**config.mk**
```make
export PLATFORM = sky130hd
export DESIGN_NAME = mini16_uart_rx
export DESIGN_NICKNAME = d
export VERILOG_FILES = /design/src/rtl/mini16_uart_rx.sv
export SDC_FILE = /design/constraint.sdc
export NUM_CORES = 1
export LEC_CHECK = 0
export ABC_AREA = 0
export BUFFER_PORTS_ARGS = -buffer_cell sky130_fd_sc_hd__buf_2
export CAP_MARGIN = 20
export CORE_UTILIZATION = 60
export CTS_CLUSTER_SIZE = 10
export DETAILED_ROUTE_END_ITERATION = 8
export GPL_TIMING_DRIVEN = 0
export PLACE_DENSITY_LB_ADDON = 0.25
export SYNTH_ARGS = -nofsm -noshare
export SYNTH_HDL_FRONTEND = slang
export SYNTH_SLANG_ARGS = --single-unit
export TNS_END_PERCENT = 100
```
**constraint.sdc**
```tcl
create_clock -name clk -period 2.6 [get_ports clk]
set_input_delay 0.52 -clock clk [delete_from_list [all_inputs] [get_ports clk]]
set_output_delay 0.52 -clock clk [all_outputs]
set_load 0.01 [all_outputs]
```
**src/rtl/mini16_uart_rx.sv**
```systemverilog
// mini16_uart_rx: UART receiver for the mini16 SoC serial port.
// 8N1 frames on uart_rxd are oversampled 16x, each bit is decided by a
// 2-of-3 majority of the samples at sub=7,8,9, and completed bytes are
// offered on a valid/ready stream. Start glitches are rejected; framing
// and overrun conditions are reported as one-cycle pulses.
// Optional build macro UART_RX_PARITY_EN: 8E1 frames with an err_parity pulse.
module mini16_uart_rx #(
    parameter int CLK_HZ  = 140000000,
    parameter int SCLK_HZ = 115200
) (
    input  logic       clk,
    input  logic       reset,
    input  logic       uart_rxd,
    output logic [7:0] out_data,
    output logic       out_valid,
    input  logic       out_ready,
    output logic       err_frame,
    output logic       err_overrun,
`ifdef UART_RX_PARITY_EN
    output logic       err_parity,
`endif
    output logic       busy
);

    // Oversample divider; the integration must keep this >= 2.
    localparam int DIV   = CLK_HZ / (SCLK_HZ * 16);
    localparam int CNT_W = $clog2(DIV);
    localparam logic [CNT_W-1:0] DIV_LAST = CNT_W'(DIV - 1);

    typedef enum logic [2:0] {
        S_IDLE,
        S_START,
        S_DATA,
`ifdef UART_RX_PARITY_EN
        S_PARITY,
`endif
        S_STOP,
        S_WAIT_IDLE
    } state_t;

    state_t           state;
    state_t           state_nxt;

    logic [1:0]       sync_q;
    logic             rxs;

    logic [CNT_W-1:0] div_cnt;
    logic             tick;
    logic [3:0]       sub;

    logic [1:0]       samp;
    logic             maj;
    logic             decide;
    logic             bit_end;

    logic [2:0]       bit_idx;
    logic [7:0]       shift;

    logic             start_det;
    logic             shift_en;
    logic             byte_done;
    logic             frame_bad;

`ifdef UART_RX_PARITY_EN
    logic             par_check;
    logic             par_bad;
    logic             par_bad_q;
`endif

    // Two-flop synchroniser; the line idles high, so reset to all ones.
    always_ff @(posedge clk) begin
        // NOTE: every flop uses <= so all registers update from pre-edge values.
        if (reset) begin
            sync_q <= 2'b11;
        end else begin
            sync_q <= {sync_q[0], uart_rxd};
        end
    end

    assign rxs = sync_q[1];

    // Oversample tick generator, realigned to the detected start edge.
    always_ff @(posedge clk) begin
        if (reset) begin
            div_cnt <= '0;
        end else if (start_det || tick) begin
            div_cnt <= '0;
        end else begin
            div_cnt <= div_cnt + 1'b1;
        end
    end

    assign tick = (div_cnt == DIV_LAST);

    // Sub-bit position: 16 ticks per bit, wraps 15 -> 0.
    always_ff @(posedge clk) begin
        if (reset) begin
            sub <= '0;
        end else if (start_det) begin
            sub <= '0;
        end else if (tick) begin
            sub <= sub + 4'd1;
        end
    end

    assign decide  = tick && (sub == 4'd9);
    assign bit_end = tick && (sub == 4'd15);

    // The third sample is the live rxs on the deciding tick.
    assign maj = (samp[0] & samp[1]) | (samp[0] & rxs) | (samp[1] & rxs);

`ifdef UART_RX_PARITY_EN
    // Even parity: the parity bit must equal the XOR of the data bits.
    assign par_bad = (maj != ^shift);
`endif

    // State register.
    always_ff @(posedge clk) begin
        if (reset) begin
            state <= S_IDLE;
        end else begin
            state <= state_nxt;
        end
    end

    // Next-state logic and per-cycle control strobes.
    always_comb begin
        // NOTE: defaults first so every path assigns every signal; no latches.
        state_nxt = state;
        start_det = 1'b0;
        shift_en  = 1'b0;
        byte_done = 1'b0;
        frame_bad = 1'b0;
`ifdef UART_RX_PARITY_EN
        par_check = 1'b0;
`endif
        unique case (state)
            S_IDLE: begin
                if (!rxs) begin
                    start_det = 1'b1;
                    state_nxt = S_START;
                end
            end
            S_START: begin
                // A start bit that votes high was a glitch: drop it silently.
                if (decide && maj) begin
                    state_nxt = S_IDLE;
                end else if (bit_end) begin
                    state_nxt = S_DATA;
                end
            end
            S_DATA: begin
                shift_en = decide;
                if (bit_end && (bit_idx == 3'd7)) begin
`ifdef UART_RX_PARITY_EN
                    state_nxt = S_PARITY;
`else
                    state_nxt = S_STOP;
`endif
                end
            end
`ifdef UART_RX_PARITY_EN
            S_PARITY: begin
                par_check = decide;
                if (bit_end) begin
                    state_nxt = S_STOP;
                end
            end
`endif
            S_STOP: begin
                // Leave at mid-stop-bit so the next start edge has margin.
                if (decide) begin
                    if (maj) begin
`ifdef UART_RX_PARITY_EN
                        byte_done = !par_bad_q;
`else
                        byte_done = 1'b1;
`endif
                        state_nxt = S_IDLE;
                    end else begin
                        frame_bad = 1'b1;
                        state_nxt = S_WAIT_IDLE;
                    end
                end
            end
            S_WAIT_IDLE: begin
                // Covers a line break: wait for the line to return high.
                if (rxs) begin
                    state_nxt = S_IDLE;
                end
            end
            default: begin
                state_nxt = S_IDLE;
            end
        endcase
    end

    // Sample capture, bit index and LSB-first shift register.
    always_ff @(posedge clk) begin
        // NOTE: datapath registers have no reset; each is written before use in a frame.
        if (tick && (sub == 4'd7)) begin
            samp[0] <= rxs;
        end
        if (tick && (sub == 4'd8)) begin
            samp[1] <= rxs;
        end
        if ((state == S_START) && bit_end) begin
            bit_idx <= 3'd0;
        end else if ((state == S_DATA) && bit_end) begin
            bit_idx <= bit_idx + 3'd1;
        end
        if (shift_en) begin
            shift <= {maj, shift[7:1]};
        end
    end

`ifdef UART_RX_PARITY_EN
    // Parity verdict for the current frame and its error pulse.
    always_ff @(posedge clk) begin
        if (reset) begin
            par_bad_q  <= 1'b0;
            err_parity <= 1'b0;
        end else begin
            err_parity <= par_check && par_bad;
            if (par_check) begin
                par_bad_q <= par_bad;
            end
        end
    end
`endif

    // Output stream register, handshake and error pulses.
    always_ff @(posedge clk) begin
        if (reset) begin
            out_data    <= 8'h00;
            out_valid   <= 1'b0;
            err_frame   <= 1'b0;
            err_overrun <= 1'b0;
        end else begin
            err_frame   <= frame_bad;
            err_overrun <= byte_done && out_valid && !out_ready;
            // A handshake in the completion cycle frees the slot for the new byte.
            if (byte_done && (!out_valid || out_ready)) begin
                out_data  <= shift;
                out_valid <= 1'b1;
            end else if (out_valid && out_ready) begin
                out_valid <= 1'b0;
            end
        end
    end

    assign busy = (state != S_IDLE);

endmodule

```
======== Word-level counts from Yosys, hierarchy flattened ========
Cells that the tools add are included.
word-level totals
  register bits ........................... 40
  output and inout port bits .............. 12
  bits of input ports ..................... 4
cells by class
  reduce and logical (&&, ||, !) cells .... 23
  multiplexer cells ....................... 17
  bitwise logic cells ..................... 7
  add/subtract/negate cells ............... 3
  equality and inequality tests ........... 15
operators with widths
  cell                   count
  $mux W3                7
  $pmux W3 S5            1
  $eq A4 B4 Y1 const B   3
  $logic_and A1 B1 Y1    12
  $mux W1                9
  $ne A2 B2 Y1 const B   4
  $add A7 B1 Y7 const B  1
  $eq A7 B7 Y1 const B   1
  $eq A3 B2 Y1 const B   2
  $eq A3 B3 Y1 const B   2
  $reduce_and A5 Y1      1
  $add A4 B1 Y4 const B  1
  $eq A4 B3 Y1 const B   1
  $reduce_or A2 Y1       2
  $add A3 B1 Y3 const B  1
  $and A1 B1 Y1          3
  $eq A3 B1 Y1 const B   1
  $logic_not A3 Y1       1
  $ne A3 B3 Y1 const B   1
  $reduce_bool A3 Y1     1
  $reduce_or A3 Y1       1
  $logic_not A1 Y1       2
  $logic_or A1 B1 Y1     2
  $not A1 Y1             2
  other kinds (2)        3

======== Logic depth before layout (Yosys ltp) ========
  depth after elaboration ................. 8
  gate-level depth with buffers ........... 7
  mapped depth without buffers ............ 6

======== Worst setup path before layout ========
OpenSTA, ideal clock, no wires.
  path type ............................... register -> register
  from .................................... reg div_cnt[0]
  to ...................................... reg shift[0] (enable)
  buffers on the path ..................... 1
  required time ........................... 2.268 ns
  arrival ................................. 1.405 ns
  library setup time ...................... 0.332 ns
  cell stages (with the launch flop) ...... 7
  slack ................................... 0.863 ns
  path through ............................ dfxtp_1 inv_1 ha_1 and4bb_1 and3_1 buf_6 and3_1
between the ends
  word-level cells in the longest chain between the ends .. 3
RTL lines
  element                 RTL line  RTL
  from (decl)             47        logic [CNT_W-1:0] div_cnt;
  from (signal assigned)  89        div_cnt <= div_cnt + 1'b1;
  $eq A7 B7 Y1            93        assign tick = (div_cnt == DIV_LAST);
  $logic_and A1 B1 Y1     106       assign decide = tick && (sub == 4'd9);
  $mux W1                 137       unique case (state)
  named net shift_en      60        logic shift_en;
  to (signal assigned)    213       shift <= {maj, shift[7:1]};
  to (decl)               57        logic [7:0] shift;
The timed path passes the listed nets, and every way through them passes these cells.
A chain may end at the register's enable or synchronous reset.

======== Worst setup path in the final report ========
  from .................................... reg div_cnt[0]
  to ...................................... reg shift[6] (enable)
The elaborated chain is that of the path after synthesis.

==> qor.yml <==
layout:
  finalInstanceArea_um2: 1910
  final-seq-area_um2: 901
  layout_common_cells: "dfxtp_1, buf_2, nor2_1"
  multi_input_area_um2: 773
  drive_above_1_share_pct: 18.1
  final_common_cell: "dfxtp_1"
  syn2layout_area_growth_pct: 9.32
  fin_util_pct: 69.2
  final_nets: 203
  fillCellCount: 215
  diodes: 0
floorplanning:
  coreArea_um2: 2760
  rows: 19
  ios: 16
  dieWidth_um: 55.9
  dieArea_um2: 3130
  die_h_um: 55.9
  initial_utilization_pct: 63.3
sta:
  period_share_pct: 74.1
  setup_ws_ns: 0.673
  rsz0062_at_grt: "no"
  skew_ns: 0.0163
  fin_crit_ns: 1.93
  max_freq_mhz: 519
  slew_violations: 0
  setup_viol: 0
  tightest_slew_ns: 0.449
  hold_violations: 0
  relSlewSlack_pct: 69.3
  tns_ns: 0
  worst_hold_slack_ns: 0.353
grt:
  top_usage_layer: "met2"
  grt_use_total_pct: 22.7
  use_met2_pct: 37.5
  grt_start_max_net_pins: 14
  overflow: 0
  antenna_found_initial: 0
  use_met1_pct: 28.8
  met3_usage_pct: 5.35
  grt_pass1_vias: 1256
  grt_pass1_wl_mm: 5.51
setup_path:
  critPathTopFamily: "simple AND/OR/NAND/NOR gates"
  cp.buffers_inverters: 2
  max_stage_delay_ns: 0.38
  rr_worst_depth: 6
  setup.worst_path.start_class: "register"
  critical_path_arrival_ns: 1.96
  worstPathCellList: "inv_1 > ha_1 > and4bb_1 > and3_1 > buf_6 > and3_1"
  crit_required_ns: 2.63
  crit_type: "register to register"
  cp_max_fo: 10
  cpMostUsedCell: "and3_1"
  r2r_slack_ns: 0.67
  worst-path-stages: 6
  cp_slowest_cell: "and3_1"
  cp-end-kind: "register"
clocking:
  clk_latency_ns: 0.35
  post_cts_buffers: 0
  hold_buffers: 0
  h-tree-depth: 2
  clk_pin_slew_ns: 0.12
  ctsResizeCount: 0
  cts_root_buf: "clkbuf_4"
  cts_buffer_depth: 2
  cts_num_sinks: 40
  cts_tree: "built"
  cts_buffers: 5
power_and_ir_drop:
  switchingPower_mw: 0.221
  power.density_nw_per_um2: 514
  vdd_ir_drop_max_mv: 0.535
  pwr-share-comb_pct: 3.3
  p_int_mw: 0.758
  sw_frac_of_total_pct: 22.6
  pwr-share-clk_pct: 30.8
  p_leak_nw: 0.705
  seqPwrFrac_pct: 66.0
route:
  viasPerCell: 5.91
  avgRoutedWirePerCell_um: 14.1
  drt.antenna.violating_nets: 0
  drt_wl_total_mm: 3.15
  drc_errors: 0
  vias: 1324
  first_pass_iters: 4
  drt_iter0_markers: 47
synth:
  synth.avg_cell_area_um2: 10.2
  yosysUniqueCellTypes: 42
  syn_inst: 171
  synthesis.area_um2: 1750
  seq_area_frac_synth_pct: 51.6
  syn_nets: 182
  synth-async-reset-ratio_pct: 0
  synth_edf_count: 10
  ys_seq_elements: 40
  yosys_warnings: 0
  ys_dominant_reg_cell: "dfxtp_1"
place:
  io_buffers: 14
  dpl-instance-area_um2: 1850
  globalplace.congestion: 0.749
  dpl_worst_slack_ns: 0.671
  dp_hpwl_mm: 2.32
job:
  maxCapViolCount: 0
min_path:
  hold_path_depth: 2
  hold_path_class: "primary input to register"
outcome:
  status: "finished, final reports clean"
[kinds of logic (layout without fill, tap and decap cells)]
group	Yosys count	count (layout)	share of synthesized area, %
AO/OA/AOI/OAI	36	36	12.5
adder cells (fa/ha/maj)	8	8	5.66
XOR/XNOR	8	8	4.01
AND/OR/NAND/NOR	64	64	22.2
buffers and inverters	15	37	4.09
flip-flops	40	40	51.6
[area by class of cell]
cell class | count | share of cell area, %
multi-input cells | 116 | 40.5
clock inverters | 2 | 0.656
clock buffers | 6 | 2.16
flip-flops and latches | 40 | 47.2
well taps | 31 | 2.03
repair buffers | 14 | 3.67
inverters | 6 | 1.18
plain buffers | 9 | 2.56
[state kept, by name (all words and copies together) (netlist names), 2 cells and up]
signal / flops
div_cnt: 7
out_data: 8
bit_idx: 3
state: 3
sync_q: 2
shift: 8
sub: 4
samp: 2
[stage by stage]
step	power [mW]	cells
global route	1.01	224
floorplan	0.684	171
finish	0.980	224
global placement	0.691	216
CTS	0.985	224
detailed placement	0.693	216
[cells in the mapped netlist, types with 2 or more instances]
master	instances	area (um^2)
a21oi_1	12	60.1
a31oi_1	3	18.8
and3_1	2	12.5
and3b_1	2	17.5
buf_2	6	30.0
clkbuf_1	2	7.51
dfxtp_1	30	601
edfxtp_1	10	300
ha_1	7	87.6
inv_1	6	22.5
nand2_1	5	18.8
nand2b_1	2	12.5
nand3_1	8	40.0
nand4_1	8	50.1
nor2_1	19	71.3
nor2b_1	4	25.0
nor3_1	2	10.0
o21ai_0	9	45.0
o21ai_1	2	10.0
o2bb2ai_1	3	26.3
or2_2	2	12.5
xnor2_1	5	43.8
xor2_1	3	26.3
[metal layers]
metal  wire length [um]  vias to the layer above
li1                   -                      656
met1               1400                      620
met2               1570                       44
met3                135                        4
met4                 36                        0
met5                  0                        -
[power groups by stage]
| stage | Clock (mW) | Combinational [mW] | Sequential, mW |
|---|---|---|---|
| detailed placement | 0 | 0.0329 | 0.660 |
| floorplan | 0 | 0.0247 | 0.659 |
| global route | 0.328 | 0.0363 | 0.647 |
| global placement | 0 | 0.0317 | 0.660 |
| finish | 0.302 | 0.0321 | 0.646 |
| CTS | 0.306 | 0.0329 | 0.646 |
[final timing paths]
path                                       startpoint              endpoint
worst max-delay path            div_cnt[0]$_SDFF_PP0_    shift[6]$_DFFE_PP_
worst min register to register   sync_q[0]$_SDFF_PP1_  sync_q[1]$_SDFF_PP1_
worst min-delay path                         uart_rxd  sync_q[0]$_SDFF_PP1_
worst max register to register  div_cnt[0]$_SDFF_PP0_    shift[6]$_DFFE_PP_
(Power assumes the default switching activity.)
